--- src/rtl/iir_pkg.sv ---
// rtl/iir_pkg.sv - shared helpers and constants for the IIR notch biquad datapath
package iir_pkg;

    // b0x0 + b1x1 + b2x2 - a1y1 - a2y2
    localparam logic [4:0] NOTCH_SUB_MASK = 5'b11000;

    function automatic int clog2(input int value);
        int r;
        int v;
        r = 0;
        v = value - 1;
        while (v > 0) begin
            r = r + 1;
            v = v >> 1;
        end
        return r;
    endfunction

    // Headroom for N_TERMS additions plus one bit so negating the most negative term cannot wrap
    function automatic int acc_width(input int width, input int n_terms);
        return 2 * width + clog2(n_terms) + 1;
    endfunction

endpackage

--- src/rtl/iir_round_sat.sv ---
// rtl/iir_round_sat.sv - combinational round-half-up, shift and narrow of the accumulator
// SUM_SATURATE_EN selects clamping with ovf; otherwise the result wraps and ovf_o is 0.
module iir_round_sat #(
    parameter int IN_W      = 68,
    parameter int OUT_W     = 32,
    parameter int FRAC_BITS = 30
) (
    input  logic signed [IN_W-1:0] sum_i,
    output logic [OUT_W-1:0]       data_o,
    output logic                   ovf_o
);
    localparam int EXT_W = IN_W + 1;
    localparam logic signed [EXT_W-1:0] HALF = EXT_W'(1) << (FRAC_BITS - 1);

    logic signed [EXT_W-1:0] biased;
    logic signed [EXT_W-1:0] shifted;

    // One extra bit so adding the rounding constant cannot wrap
    assign biased  = {sum_i[IN_W-1], sum_i} + HALF;
    assign shifted = biased >>> FRAC_BITS;

`ifdef SUM_SATURATE_EN
    logic [EXT_W-OUT_W:0] upper;
    logic                 in_range;

    assign upper    = shifted[EXT_W-1:OUT_W-1];
    assign in_range = (&upper) || !(|upper);

    always_comb begin
        data_o = shifted[OUT_W-1:0];
        ovf_o  = 1'b0;
        if (!in_range) begin
            ovf_o  = 1'b1;
            data_o = shifted[EXT_W-1] ? {1'b1, {(OUT_W-1){1'b0}}}
                                      : {1'b0, {(OUT_W-1){1'b1}}};
        end
    end
`else
    logic unused_hi;

    assign unused_hi = ^shifted[EXT_W-1:OUT_W];
    assign data_o    = shifted[OUT_W-1:0];
    assign ovf_o     = 1'b0;
`endif

endmodule

--- src/rtl/biquad_sum_pipe.sv ---
// rtl/biquad_sum_pipe.sv - 3-stage signed term summer with rounding and channel tags
// Output saturation is enabled by SUM_SATURATE_EN (inside iir_round_sat).
module biquad_sum_pipe
    import iir_pkg::*;
#(
    parameter int                   WIDTH     = 32,
    parameter int                   N_TERMS   = 5,
    parameter logic [N_TERMS-1:0]   SUB_MASK  = N_TERMS'(NOTCH_SUB_MASK),
    parameter int                   FRAC_BITS = 30,
    parameter int                   OUT_W     = 32,
    parameter int                   CH_W      = 2
) (
    input  logic                       clk,
    input  logic                       rst_n,
    input  logic                       in_valid,
    output logic                       in_ready,
    input  logic [CH_W-1:0]            in_chan,
    input  logic [N_TERMS*2*WIDTH-1:0] in_terms,
    output logic                       out_valid,
    input  logic                       out_ready,
    output logic [CH_W-1:0]            out_chan,
    output logic [OUT_W-1:0]           out_data,
    output logic                       ovf
);
    localparam int TERM_W = 2 * WIDTH;
    localparam int ACC_W  = acc_width(WIDTH, N_TERMS);

    logic                    adv;
    logic signed [ACC_W-1:0] term_d [N_TERMS];
    logic signed [ACC_W-1:0] term_q [N_TERMS];
    logic [CH_W-1:0]         s1_chan_q;
    logic                    s1_valid_q;
    logic signed [ACC_W-1:0] sum_d;
    logic signed [ACC_W-1:0] sum_q;
    logic [CH_W-1:0]         s2_chan_q;
    logic                    s2_valid_q;
    logic [OUT_W-1:0]        rnd_data;
    logic                    rnd_ovf;
    logic [OUT_W-1:0]        out_data_q;
    logic [CH_W-1:0]         out_chan_q;
    logic                    out_valid_q;
    logic                    ovf_q;

    // Whole pipe moves as one; a stalled output freezes every stage
    assign adv      = out_ready || !out_valid_q;
    assign in_ready = adv;

    always_comb begin
        for (int i = 0; i < N_TERMS; i++) begin
            term_d[i] = {{(ACC_W-TERM_W){in_terms[i*TERM_W+TERM_W-1]}},
                         in_terms[i*TERM_W +: TERM_W]};
            if (SUB_MASK[i]) begin
                term_d[i] = -term_d[i];
            end
        end
    end

    always_comb begin
        sum_d = '0;
        for (int i = 0; i < N_TERMS; i++) begin
            sum_d = sum_d + term_q[i];
        end
    end

    iir_round_sat #(
        .IN_W      (ACC_W),
        .OUT_W     (OUT_W),
        .FRAC_BITS (FRAC_BITS)
    ) u_round_sat (
        .sum_i  (sum_q),
        .data_o (rnd_data),
        .ovf_o  (rnd_ovf)
    );

    always_ff @(posedge clk or negedge rst_n) begin
        if (!rst_n) begin
            for (int i = 0; i < N_TERMS; i++) begin
                term_q[i] <= '0;
            end
            s1_chan_q   <= '0;
            s1_valid_q  <= 1'b0;
            sum_q       <= '0;
            s2_chan_q   <= '0;
            s2_valid_q  <= 1'b0;
            out_data_q  <= '0;
            out_chan_q  <= '0;
            out_valid_q <= 1'b0;
            ovf_q       <= 1'b0;
        end else if (adv) begin
            term_q      <= term_d;
            s1_chan_q   <= in_chan;
            s1_valid_q  <= in_valid;
            sum_q       <= sum_d;
            s2_chan_q   <= s1_chan_q;
            s2_valid_q  <= s1_valid_q;
            out_valid_q <= s2_valid_q;
            ovf_q       <= s2_valid_q && rnd_ovf;
            // Output data/tag keep the last real beat across bubbles
            if (s2_valid_q) begin
                out_data_q <= rnd_data;
                out_chan_q <= s2_chan_q;
            end
        end
    end

    assign out_valid = out_valid_q;
    assign out_data  = out_data_q;
    assign out_chan  = out_chan_q;
    assign ovf       = ovf_q;

endmodule

--- config.mk ---
export PLATFORM = sky130hd
export DESIGN_NAME = biquad_sum_pipe
export DESIGN_NICKNAME = d
export VERILOG_FILES = /design/src/rtl/iir_pkg.sv /design/src/rtl/iir_round_sat.sv /design/src/rtl/biquad_sum_pipe.sv
export SDC_FILE = /design/constraint.sdc
export NUM_CORES = 1
export LEC_CHECK = 0
export BUFFER_PORTS_ARGS = -buffer_cell sky130_fd_sc_hd__buf_2
export CORE_MARGIN = 1
export CORE_UTILIZATION = 30
export DETAILED_ROUTE_END_ITERATION = 10
export GPL_TIMING_DRIVEN = 0
export PLACE_DENSITY = 0.47
export SYNTH_ARGS = -nofsm -noshare
export SYNTH_HDL_FRONTEND = slang
export SYNTH_SLANG_ARGS = --single-unit
--- constraint.sdc ---
create_clock -name clk -period 4.25 [get_ports clk]
set_clock_uncertainty 0.05 [all_clocks]
set_input_delay 0.425 -clock clk [delete_from_list [all_inputs] [get_ports clk]]
set_output_delay 0.425 -clock clk [all_outputs]
set_load 0.05 [all_outputs]
-- Word level (Yosys, flattened, before mapping)
Index checks and enable logic that the tools add are counted.
- flip-flop bits (word level): 413
- latch bits: 0
- RAM bits: 0
- memory bits (read-only): 0
- input port bits: 326
- output and inout bits: 37
- word-level logic and storage cells: 23
- memories: 0
- add/subtract/negate cells: 7
- multiply operators: 0
- divide/modulo/power cells: 0
- magnitude comparators: 0
- equal/unequal tests: 0
- shifts and indexed selects: 0
- muxes and demuxes: 0
- bitwise logic cells: 0
- reductions and logical operators: 3
- operators by type and width (kind ; count):
    62-bit adder ; 4
    62-bit negator ; 2
    62-bit by 31-bit adder with 62-bit output, second input constant ; 1
    2-bit AND reduction ; 1
    1-bit logical NOT ; 1
    1-bit logical OR ; 1

-- Depth between registers and ports, before layout
Gate-level depths: netlist (run 1).
- depth in word-level cells: 4
- gate-level depth with buffers: 18
- mapped depth without buffers: 17

-- Hierarchy
From an unflattened synthesis (run 1), not the netlist that was laid out.
- cells, all modules: 3225
- area, all modules: 28374.7 sq um
- modules (own cells, without submodules) (module ; instances ; cells each ; area an instance (sq um) ; seq. area each (sq um)):
    biquad_sum_pipe ; 1 ; 3135 ; 27720.3 ; 10960.5
    iir_round_sat ; 1 ; 90 ; 654.4 ; 0.0

-- Worst setup path after synthesis (run 1)
Ideal clock, no wire load.
- path kind: reg-to-reg
- from: register term_q[23] in the netlist's numbering
- to: register sum_q[51]
- library setup time: 77 ps
- data arrival time: 4338 ps
- data required time: 4123 ps
- path slack: -216 ps
- cell stages (with the launch flop): 18
- path buffers: 0
- period minus slack after synthesis: 4466 ps
- path through: dfrtp_1 -> inv_1 -> fa_1 -> inv_1 -> fa_1 -> inv_1 -> fa_1 -> inv_1 -> ha_1 -> nand4_1 -> o41ai_1 -> a21oi_1 -> a32o_1 -> a41o_1 -> o311ai_1 -> a31oi_1 -> xor2_1 -> a21oi_1
- word-level cells in the longest chain between the ends: 1
- RTL lines (what ; RTL line ; RTL):
    start: declaration ; biquad_sum_pipe.sv:30 ; logic signed [ACC_W-1:0] term_q [N_TERMS];
    start signal: assignment ; biquad_sum_pipe.sv:90 ; term_q <= term_d;
    62-bit adder ; biquad_sum_pipe.sv:61 ; sum_d = sum_d + term_q[i];
    end signal: assignment ; biquad_sum_pipe.sv:93 ; sum_q <= sum_d;
    end: declaration ; biquad_sum_pipe.sv:34 ; logic signed [ACC_W-1:0] sum_q;
No other way between the ends.
A chain may end at the register's enable or synchronous reset.

-- Worst setup path after layout (run 1)
- from: register term_q[91] in the netlist's numbering
- to: register sum_q[51]
- word-level cells in the longest chain between the ends: 2
- RTL lines (what ; RTL line):
    62-bit adder (2 in a row) ; biquad_sum_pipe.sv:61
No other way between the ends.

==> results of run 1 <==
cells by family (layout without fill, tap and decap cells):
| kind of cell | after synthesis | count (layout) | share of synthesized area, % |
|---|---|---|---|
| AND/OR/NAND/NOR | 957 | 957 | 17.4 |
| buffers and inverters | 601 | 1121 | 9.08 |
| XOR/XNOR | 173 | 173 | 6.07 |
| adder cells (fa/ha/maj) | 244 | 244 | 17.7 |
| multiplexers | 5 | 5 | 0.215 |
| AO/OA/AOI/OAI | 494 | 494 | 11.1 |
| flip-flops | 384 | 384 | 38.5 |
| other | 1 | 1 | 0.0150 |
worst register-to-register path: stages (launching register included):
cell	delay [ps]
dfrtp_1	370
inv_2	60
fa_1	500
inv_1	50
fa_1	490
inv_1	50
fa_1	490
inv_2	50
ha_4	290
nand4_1	160
o41ai_2	380
a21oi_2	80
a32o_2	260
a41o_4	280
o311ai_4	350
a31oi_4	160
xor2_2	220
a21oi_1	90
routing by layer:
| layer | part of all wire [%] | wire length [um] | global-route usage, % | vias to the layer above |
|---|---|---|---|---|
| met1 | 48 | 41600 | 29.1 | 9991 |
| met3 | 3.5 | 3050 | 2.54 | 105 |
| met4 | 2.7 | 2290 | 5.59 | 2 |
| li1 | - | - | - | 9982 |
| met2 | 45 | 39200 | 32.9 | 376 |
| met5 | 0.015 | 13 | 0 | - |
cell usage after synthesis, drive strengths merged (7+ instances only):
library cell    n
inv           498
nand2         480
dfrtp         384
a21oi         238
nor2          235
fa            181
o21ai         147
xor2          108
clkbuf         91
xnor2          65
ha             63
nor3           47
a21o           40
nand3          37
or3            33
nor4           25
and3           21
nand4          13
or4            13
buf            12
nor2b          10
nand2b          9
a211oi          8
a31oi           8
and2            8
o21bai          8
o211ai          7
metrics by stage:
stage	cells	area [sq um]	worst slack [ps]
after floorplan	2859	25100	-42.1
after CTS	4436	31200	-232
after global routing	4449	31800	-451
after detailed placement	4283	28200	-891
after global placement	4280	28200	-5720
final	4449	31800	-274
worst max-delay path by stage:
stage	startpoint	endpoint	cells past startpoint
floorplan	term_q[160]	sum_q[51]	17
detailed placement	term_q[17]	sum_q[52]	17
CTS	term_q[158]	sum_q[51]	17
global route	term_q[158]	sum_q[45]	19
finish	term_q[91]	sum_q[51]	17
global placement	rst_n	out_data[27]	1
state kept, by name (all words and copies together) (netlist names), 2 cells and up:
register and flops:
s1_chan_q 2, out_chan 2, term_q 310, out_data 32
s2_chan_q 2, sum_q 33
what timing repair did:
item / CTS / global route
cloned: 0 / 0
hold endpoints to repair: 148 / 0
gates resized for setup: 117 / 89
pin swaps: 62 / 53
setup endpoints to repair: 34 / 33
setup buffers: 19 / 14
hold buffers: 59 / 0
cell type report:
class | instances | area [sq um]
repair buffers | 445 | 2700
flip-flops and latches | 384 | 9610
fillers | 8541 | 50500
clock inverters | 12 | 141
multi-input cells | 1874 | 14300
well taps | 1070 | 1340
clock buffers | 70 | 1440
inverters | 498 | 1870
plain buffers | 96 | 374
layout by cell type (no fill, tap or decap), drive strengths merged, types with 21 or more instances in the layout:
master / instances
dfrtp: 384
nand2: 480
nor4: 25
xnor2: 65
or3: 33
o21ai: 147
xor2: 108
a21oi: 238
nor3: 47
buf: 398
nor2: 235
and3: 21
dlygate4sd3: 59
ha: 63
clkbuf: 154
fa: 181
a21o: 40
nand3: 37
inv: 499
==> results.md, run 1 <==
- Slew Viols, Final: 0
- DR pass1 iterations: 5
- Status: complete, but fails checks
- Hold Crit Depth: 3
- Port-buffer cells: roughly 350
- Clock latency at the later pin of the worst-skew pair: between 500 and 600 ps
- Synthesized instance count: approximately 2.9k
- Netlist Area Pre-Place: ~0.025 sq mm
- CP dominant cell by count: fa_1
- Min-Delay Startpoint: in_terms[134]
- CP Max Fanout: 5
- H-tree levels: 2
- Worst R2R Setup Slack: -270 ps
- Die height: 291 um
- Final worst slack: -274 ps
- Setup TNS: -3070 ps
- RSZ-0062 raised after global routing: yes
- Slowest-stage cell, CP: fa_1
- # IOs: approximately 360
- CTS Buf Count: 48
- Hold Vio Cnt, Final: 0
- Slowest stage delay, CP: ~500 ps
- Initial antenna violation count: 4
- Worst-margin pin slew: between 1000 and 1500 ps
- ANT nets after route: 0
- Vias in the first global route: around 21k
- Most area-consuming cells after synthesis: dfrtp_1, fa_1, inv_1
- Largest area contributor in the netlist: dfrtp_1
- Drt total wl: 86200 um
- Die Footprint: approximately 0.084 sq mm
- Critical Path End Type: flop
- CTS max path bufs: 3
- CTS tree: done
- Worst hold path type: in2reg
- Total grt overflow: 0
- Cell chain of the critical path: inv_2 -> fa_1 -> inv_1 -> fa_1 -> inv_1 -> fa_1 -> inv_2 -> ha_4 -> nand4_1 -> o41ai_2 -> a21oi_2 -> a32o_2 -> a41o_4 -> o311ai_4 -> a31oi_4 -> xor2_2 -> a21oi_1
- Synth unique cells: 75
- First-pass GRT wire length: 131000 um
- Startpoint Class: flop
- Final min period: around 4500 ps
- EDFF count, synth: 0
- Mean Syn Cell Area: 8.74 sq um
- Share of the synthesized area in the top cell type: slightly below 40%
- Slew HR: between 10% and 20%
- Nets: around 4k
- Die Span X: ~290 um
- Top achievable clock speed: 221 MHz
- Reg2Reg Launch Point: term_q[91]
- WP data required: 4640 ps
- Main synth FF type: dfrtp_1
- FFs w/ async S/R, synth: 100%
- Final period util: 106%
- First DRT Iteration DRCs: roughly 960
- Initial Util: 30.4%
- Worst Path Class, Setup: reg2reg
- Total track usage: between 20% and 30%
- CTS root buffer: clkbuf_16
- Max_cap viols: 0
- Inserted Diodes: 0
- FF+latch count, synth: between 300 and 400
- CTS Sinks: about 380
- Largest net degree at the start of global routing: between 100 and 150
- Syn nets: ~3.4k
- Core ar.: 0.0822 sq mm
- Vias per cell: ~4.6
- Fin util: between 30 and 40%
- WL/cell: between 15 and 20 um
- Layout cell share with drive strength beyond 1: between 10% and 20%
- Detail Placement HPWL: 68200 um
- Vias post-DR: between 20k and 25k
- DRC errors left: 0
- Final setup fails: 22
- Crit path buffers/inverters: 4
- Row cnt: 105
- Hold path endpoint: term_q[142]
- Area Growth Syn to Fin: 27.2%
- Crit path DAT: 4910 ps
- Worst-path clk slew: ~60 ps
- Reg2Reg Capture Point: sum_q[51]
- Cell family with most CP delay: adder cells
- Gpl congestion: approximately 0.86
- R2R depth: 17
- Yosys warns: 0
- Seq/Total Area, Yosys: a little under 40%
- Hold_ws: about 26 ps
- Failing checks: negative setup slack
Power of run 1 is not shown: default switching activity piles up to over one toggle a cycle in this logic, so the estimate is an artifact.
==> inputs of run 2 (changes only) <==
--- a/config.mk
+++ b/config.mk
@@ -7,10 +7,10 @@
 export LEC_CHECK = 0
 export BUFFER_PORTS_ARGS = -buffer_cell sky130_fd_sc_hd__buf_2
 export CORE_MARGIN = 1
-export CORE_UTILIZATION = 30
+export CORE_UTILIZATION = 53
 export DETAILED_ROUTE_END_ITERATION = 10
 export GPL_TIMING_DRIVEN = 0
-export PLACE_DENSITY = 0.47
+export PLACE_DENSITY = 0.76
 export SYNTH_ARGS = -nofsm -noshare
 export SYNTH_HDL_FRONTEND = slang
 export SYNTH_SLANG_ARGS = --single-unit
==> run 2 against run 1 <==
Effect of this change:
- the run still ends with negative setup slack left
- die area down 43%
- global-route usage is 12 points higher
- core utilization grew 28 points
- final area fell by 2.8%
- worst setup slack got worse by 58 ps
- via count grew 6.2%
- critical endpoint is now sum_q[60]
- highest routed layer is now met4
==> results.md, run 2 (same netlist as run 1, synthesis figures left out) <==
- Initial Util: 53.7% (+23 points)
- First-pass GRT wire length: 119000 um (-9.4%)
- Number of flip-flops in the largest register: 310 (unchanged)
- Slew Viols, Final: 0 (unchanged)
- Port-buffer cells: 351 (unchanged)
- Slew HR: 12.4% (+1.5 points)
- Largest reg by FF count: term_q
- Gpl congestion: 0.937 (+9.4%)
- Status: complete, but fails checks
- H-tree levels: 2 (unchanged)
- Clock latency at the later pin of the worst-skew pair: 580 ps (about the same)
- Drt total wl: 77700 um (-9.9%)
- Worst Path Class, Setup: reg2reg
- Worst slack, placed: -668 ps (+223 ps)
- Hold Vio Cnt, Final: 0 (unchanged)
- Inserted Diodes: 0 (unchanged)
- Critical Path End Type: flop
- CTS Sinks: 384 (unchanged)
- Die Span X: 219 um (-25%)
- Die height: 219 um (-25%)
- Nets: 3895 (-0.56%)
- Vias per cell: 5.49 (+19%)
- Post-route cell area: 0.0309 sq mm (-2.8%)
- Filler cells: 3715 (-57%)
- Total grt overflow: 0 (unchanged)
- Layout cell share with drive strength beyond 1: 20.7% (+0.98 points)
- Final worst slack: -331 ps (-57.6 ps)
- Post-route non-filler standard cell count: 3961 (-11%)
- Initial antenna violation count: 0 (-4)
- WP data required: 4680 ps (+40 ps)
- Area Growth Syn to Fin: 23.6%
- ANT nets after route: 0 (unchanged)
- Largest net degree at the start of global routing: 123 (+12%)
- CTS tree: done
- Placed instance count: 3820 (-11%)
- Startpoint Class: flop
- CTS Buf Count: 44 (-8.3%)
- Core ar.: 0.0466 sq mm (-43%)
- Most frequent cells in the layout: nand2_1, inv_1, dfrtp_1, buf_2, nor2_1
- Worst-margin pin slew: 1300 ps (-34.7 ps)
- Worst-path clk slew: 60 ps (about the same)
- RSZ-0062 raised after global routing: yes
- Total track usage: 32.6% (+12 points)
- First DRT Iteration DRCs: 1870 (+95%)
- Row cnt: 79 (-25%)
- DRC errors left: 0 (unchanged)
- Final period util: 108% (+1.4 points)
- Vias in the first global route: 22.0k (+2.1%)
- # IOs: 363 (unchanged)
- Failing checks: negative setup slack
- Final setup fails: 22 (unchanged)
- Vias post-DR: 21.7k (+6.2%)
- Worst hold path type: in2reg
- Detail Placement HPWL: 58700 um (-14%)
- Final min period: 4580 ps (+57.6 ps)
- CP Max Fanout: 4 (-1)
- Crit path DAT: 5010 ps (+100 ps)
- Die Footprint: 0.0480 sq mm (-43%)
- Max_cap viols: 0 (unchanged)
- WL/cell: 19.6 um (+1.2%)
- Placed cell area: 0.0277 sq mm (-2.1%)
- CTS root buffer: clkbuf_16
- CTS max path bufs: 3 (unchanged)
- Most common cell after layout, fill and taps aside: nand2_1
- DR pass1 iterations: 5 (unchanged)
- Top achievable clock speed: 218 MHz (-1.3%)
- Setup TNS: -2860 ps (+219 ps)
## run 2: cell types whose count changed in the layout (fill, tap and decap cells not counted), sizes merged
cell / before / now
dlygate4sd3: 59 / 21
buf: 398 / 419
clkbuf: 154 / 142
bufinv: 3 / 6
clkinvlp: 1 / 3
clkinv: 7 / 6
## run 2: timing repair
action,4_1_cts,5_1_grt
hold buffers,21,0
endpoints found under the hold margin,72,0
pin swaps,84,68
buffers inserted,38,20
setup endpoints to repair,29,32
resized for setup,141,88
## run 2: path summary, 6_finish.rpt
check	startpoint	end	slack [ps]	cells after the start
setup / recovery	term_q[3]	sum_q[60]	-330	15
hold / removal	in_terms[141]	term_q[149]	10	3
setup reg to reg	term_q[3]	sum_q[60]	-330	15
hold reg to reg	s2_chan_q[1]	s2_chan_q[1]	420	2
max in group asynchronous	rst_n	term_q[14]	2450	4
min in group asynchronous	rst_n	term_q[192]	320	2
## run 2: cell type report
type,instances,area (sq um),area share [%]
flip-flops and latches,384,9610,31.1
inverters,498,1870,6.06
well taps,607,759,2.46
clock inverters,16,249,0.807
repair buffers,428,2500,8.11
plain buffers,95,368,1.19
clock buffers,59,1270,4.11
multi-input cells,1874,14200,46.1
## run 2: metrics by stage
step | util (%) | hold WS, ps
after floorplan | - | 79.4
after CTS | 65.2 | 0.798
after global routing | 66.3 | 19.1
after detailed placement | 59.4 | 325
after global placement | 59.2 | 395
final | 66.3 | 12.5
## run 2: critical path: stages, from the launching register on
cell	delay, ps
dfrtp_1	360
inv_1	70
fa_1	530
inv_1	50
fa_1	490
fa_1	520
ha_1	340
o211ai_1	260
a21oi_2	110
o311a_4	350
nor2_2	150
a41o_4	280
o31ai_4	90
o211ai_1	470
o22ai_1	200
a211oi_2	190
## run 2: routing by layer
metal	vias up	global-route usage (%)	wire length (um)
met5	-	0	0
met4	0	11.5	2580
met3	164	4.64	5700
met2	916	51.4	35900
met1	10700	46.1	33500
li1	9930	-	-
Power of run 2 is left out for the same reason.
==> inputs of run 3 (changes only) <==
--- a/config.mk
+++ b/config.mk
@@ -7,10 +7,10 @@
 export LEC_CHECK = 0
 export BUFFER_PORTS_ARGS = -buffer_cell sky130_fd_sc_hd__buf_2
 export CORE_MARGIN = 1
-export CORE_UTILIZATION = 53
+export CORE_UTILIZATION = 45
 export DETAILED_ROUTE_END_ITERATION = 10
 export GPL_TIMING_DRIVEN = 0
-export PLACE_DENSITY = 0.76
+export PLACE_DENSITY = 0.66
 export SYNTH_ARGS = -nofsm -noshare
 export SYNTH_HDL_FRONTEND = slang
 export SYNTH_SLANG_ARGS = --single-unit
==> constraint.sdc (replaced) <==
create_clock -name clk -period 4.1 [get_ports clk]
set_clock_uncertainty 0.05 [all_clocks]
set_input_delay 0.41 -clock clk [delete_from_list [all_inputs] [get_ports clk]]
set_output_delay 0.41 -clock clk [all_outputs]
set_load 0.05 [all_outputs]
==> run 3 against run 2 <==
Effect of this change:
- the run still ends with negative setup slack left
- first-iteration DRC count is 25% lower
- core utilization is 8.8 points lower
- largest cell class unchanged
- global-route usage is 4.3 points lower
- wire length is 1.5% higher
- register-to-register slack worse by 110 ps
==> results.md, run 3 (same netlist as run 1, synthesis figures left out) <==
- Status: complete, but fails checks
- Failing checks: negative setup slack
- Worst Path Class, Setup: reg2reg
- Slew Viols, Final: 0 (unchanged)
- Worst-path clk slew: 60 ps (about the same)
- DRC errors left: 0 (unchanged)
- Die height: 238 um (+8.4%)
- Initial Util: 46.0% (-7.7 points)
- CTS max path bufs: 3 (unchanged)
- Layout cell share with drive strength beyond 1: 19.7% (-1.0 points)
- ANT nets after route: 0 (unchanged)
- Hold_ws: 16.2 ps (+3.67 ps)
- Initial antenna violation count: 1 (+1)
- Inserted Diodes: 0 (unchanged)
- Crit path DAT: 4980 ps (-30 ps)
- Vias post-DR: 21.3k (-1.9%)
- # IOs: 363 (unchanged)
- Slew HR: 11.4% (-1.1 points)
- Nets: 3930 (+0.90%)
- Number of flip-flops in the largest register: 310 (unchanged)
- Final worst slack: -442 ps (-111 ps)
- Largest net degree at the start of global routing: 128 (+4.1%)
- CTS Buf Count: 44 (unchanged)
- Top achievable clock speed: 220 MHz (+0.86%)
- Crit path buffers/inverters: 6 (+4)
- Most frequent cells in the layout: nand2_1, inv_1, dfrtp_1, buf_2, nor2_1
- Vias in the first global route: 21.9k (-0.096%)
- Hold Vio Cnt, Final: 0 (unchanged)
- Total grt overflow: 0 (unchanged)
- First DRT Iteration DRCs: 1404 (-25%)
- Total track usage: 28.3% (-4.3 points)
- CTS root buffer: clkbuf_16
- Fin util: 57.5% (-8.8 points)
- WP data required: 4540 ps (-140 ps)
- Port-buffer cells: 351 (unchanged)
- Drt total wl: 78900 um (+1.5%)
- Final setup fails: 28 (+27%)
- Die Span X: 238 um (+8.4%)
- CTS Sinks: 384 (unchanged)
- Global routing met3 resource utilization: 2.93% (-1.7 points)
- CP Max Fanout: 4 (unchanged)
- Startpoint Class: flop
- First-pass GRT wire length: 123000 um (+3.0%)
- Vias per cell: 5.16 (-6.0%)
- WL/cell: 19.1 um (-2.7%)
- RSZ-0062 raised after global routing: yes
- Cell family with most CP delay: adder cells
- Clock latency at the later pin of the worst-skew pair: 570 ps (about the same)
- Global route hottest layer: met2
- Largest reg by FF count: term_q
- GRT met1 Usage: 40.6% (-5.5 points)
- Critical Path End Type: flop
- CP dominant cell by count: inv_2
- Slowest stage delay, CP: 540 ps (about the same)
- Worst slack, placed: -844 ps (-176 ps)
- Post-route cell area: 0.0313 sq mm (+1.2%)
- Worst hold path type: in2reg
- DR pass1 iterations: 6 (+1)
- Row cnt: 85 (+7.6%)
- Most common cell after layout, fill and taps aside: nand2_1
- Max_cap viols: 0 (unchanged)
- Area Growth Syn to Fin: 25.1%
- Gpl congestion: 0.982 (+4.7%)
- Die Footprint: 0.0565 sq mm (+18%)
- H-tree levels: 2 (unchanged)
- Final min period: 4540 ps (-39.1 ps)
- Final period util: 111% (+3.0 points)
- Worst-margin pin slew: 1330 ps (+28.0 ps)
- Placed cell area: 0.0278 sq mm (+0.65%)
- CTS tree: done
- Global routing met2 resource utilization: 45.8% (-5.6 points)
- Slowest-stage cell, CP: fa_1
- Cell chain of the critical path: inv_2 -> fa_1 -> inv_2 -> fa_1 -> inv_2 -> fa_1 -> inv_2 -> ha_4 -> nand4_1 -> buf_4 -> nor3_4 -> nor2_1 -> a32o_2 -> a41o_4 -> o31ai_4 -> o211ai_1 -> buf_4 -> a211oi_2
- Core ar.: 0.0543 sq mm (+17%)
- Detail Placement HPWL: 60900 um (+3.7%)
[run 3: cell types whose count changed in the layout (fill, tap and decap cells not counted), moves of 4 or more]
cell	change
a21oi_2	-4
buf_4	-5
clkbuf_1	+7
dlygate4sd3_1	+41
ha_1	+8
ha_4	-6
a21oi_1	+6
[run 3: cell type report]
class | instances | area [sq um]
clock buffers | 65 | 1290
repair buffers | 460 | 2820
inverters | 498 | 1870
flip-flops and latches | 384 | 9610
fillers | 4801 | 23100
multi-input cells | 1874 | 14100
well taps | 739 | 925
clock inverters | 13 | 240
plain buffers | 98 | 402
[run 3: per-layer routing]
metal / part of all wire [%] / wire length, um / up-vias
li1: - / - / 10000
met1: 45 / 35700 / 10500
met2: 47 / 36900 / 655
met3: 5.5 / 4330 / 113
met4: 2.5 / 1950 / 0
met5: 0 / 0 / -
[run 3: per-stage QoR]
stage                     instances  TNS [ps]
after floorplan                2859     -1010
after global placement         3949  -1951910
after detailed placement       3952    -19240
after CTS                      4115     -4580
after global routing           4131    -10570
final                          4131     -5840
[run 3: worst reg2reg max path: stages, from the launching register on]
cell,delay (ps)
dfrtp_1,340
inv_2,40
fa_1,540
inv_2,40
fa_1,510
inv_2,40
fa_1,490
inv_2,50
ha_4,260
nand4_1,210
buf_4,230
nor3_4,140
nor2_1,60
a32o_2,270
a41o_4,280
o31ai_4,270
o211ai_1,270
buf_4,210
a211oi_2,170
[run 3: final timing paths]
kind | start | to | slack, ps | cells after the start
min in group asynchronous | rst_n | term_q[22] | 280 | 2
max in group asynchronous | rst_n | sum_q[31] | 2230 | 4
min | in_terms[181] | term_q[189] | 20 | 3
min reg2reg | s2_chan_q[1] | s2_chan_q[1] | 420 | 2
max | term_q[160] | sum_q[60] | -440 | 18
max reg2reg | term_q[160] | sum_q[60] | -440 | 18
[run 3: repair_timing]
item / in CTS / in global routing
hold endpoints to repair: 105 / 0
setup endpoints to repair: 34 / 34
pin swaps: 78 / 45
hold buffers: 62 / 0
buffers inserted: 28 / 17
resized for setup: 117 / 87
Power of run 3 is left out for the same reason.
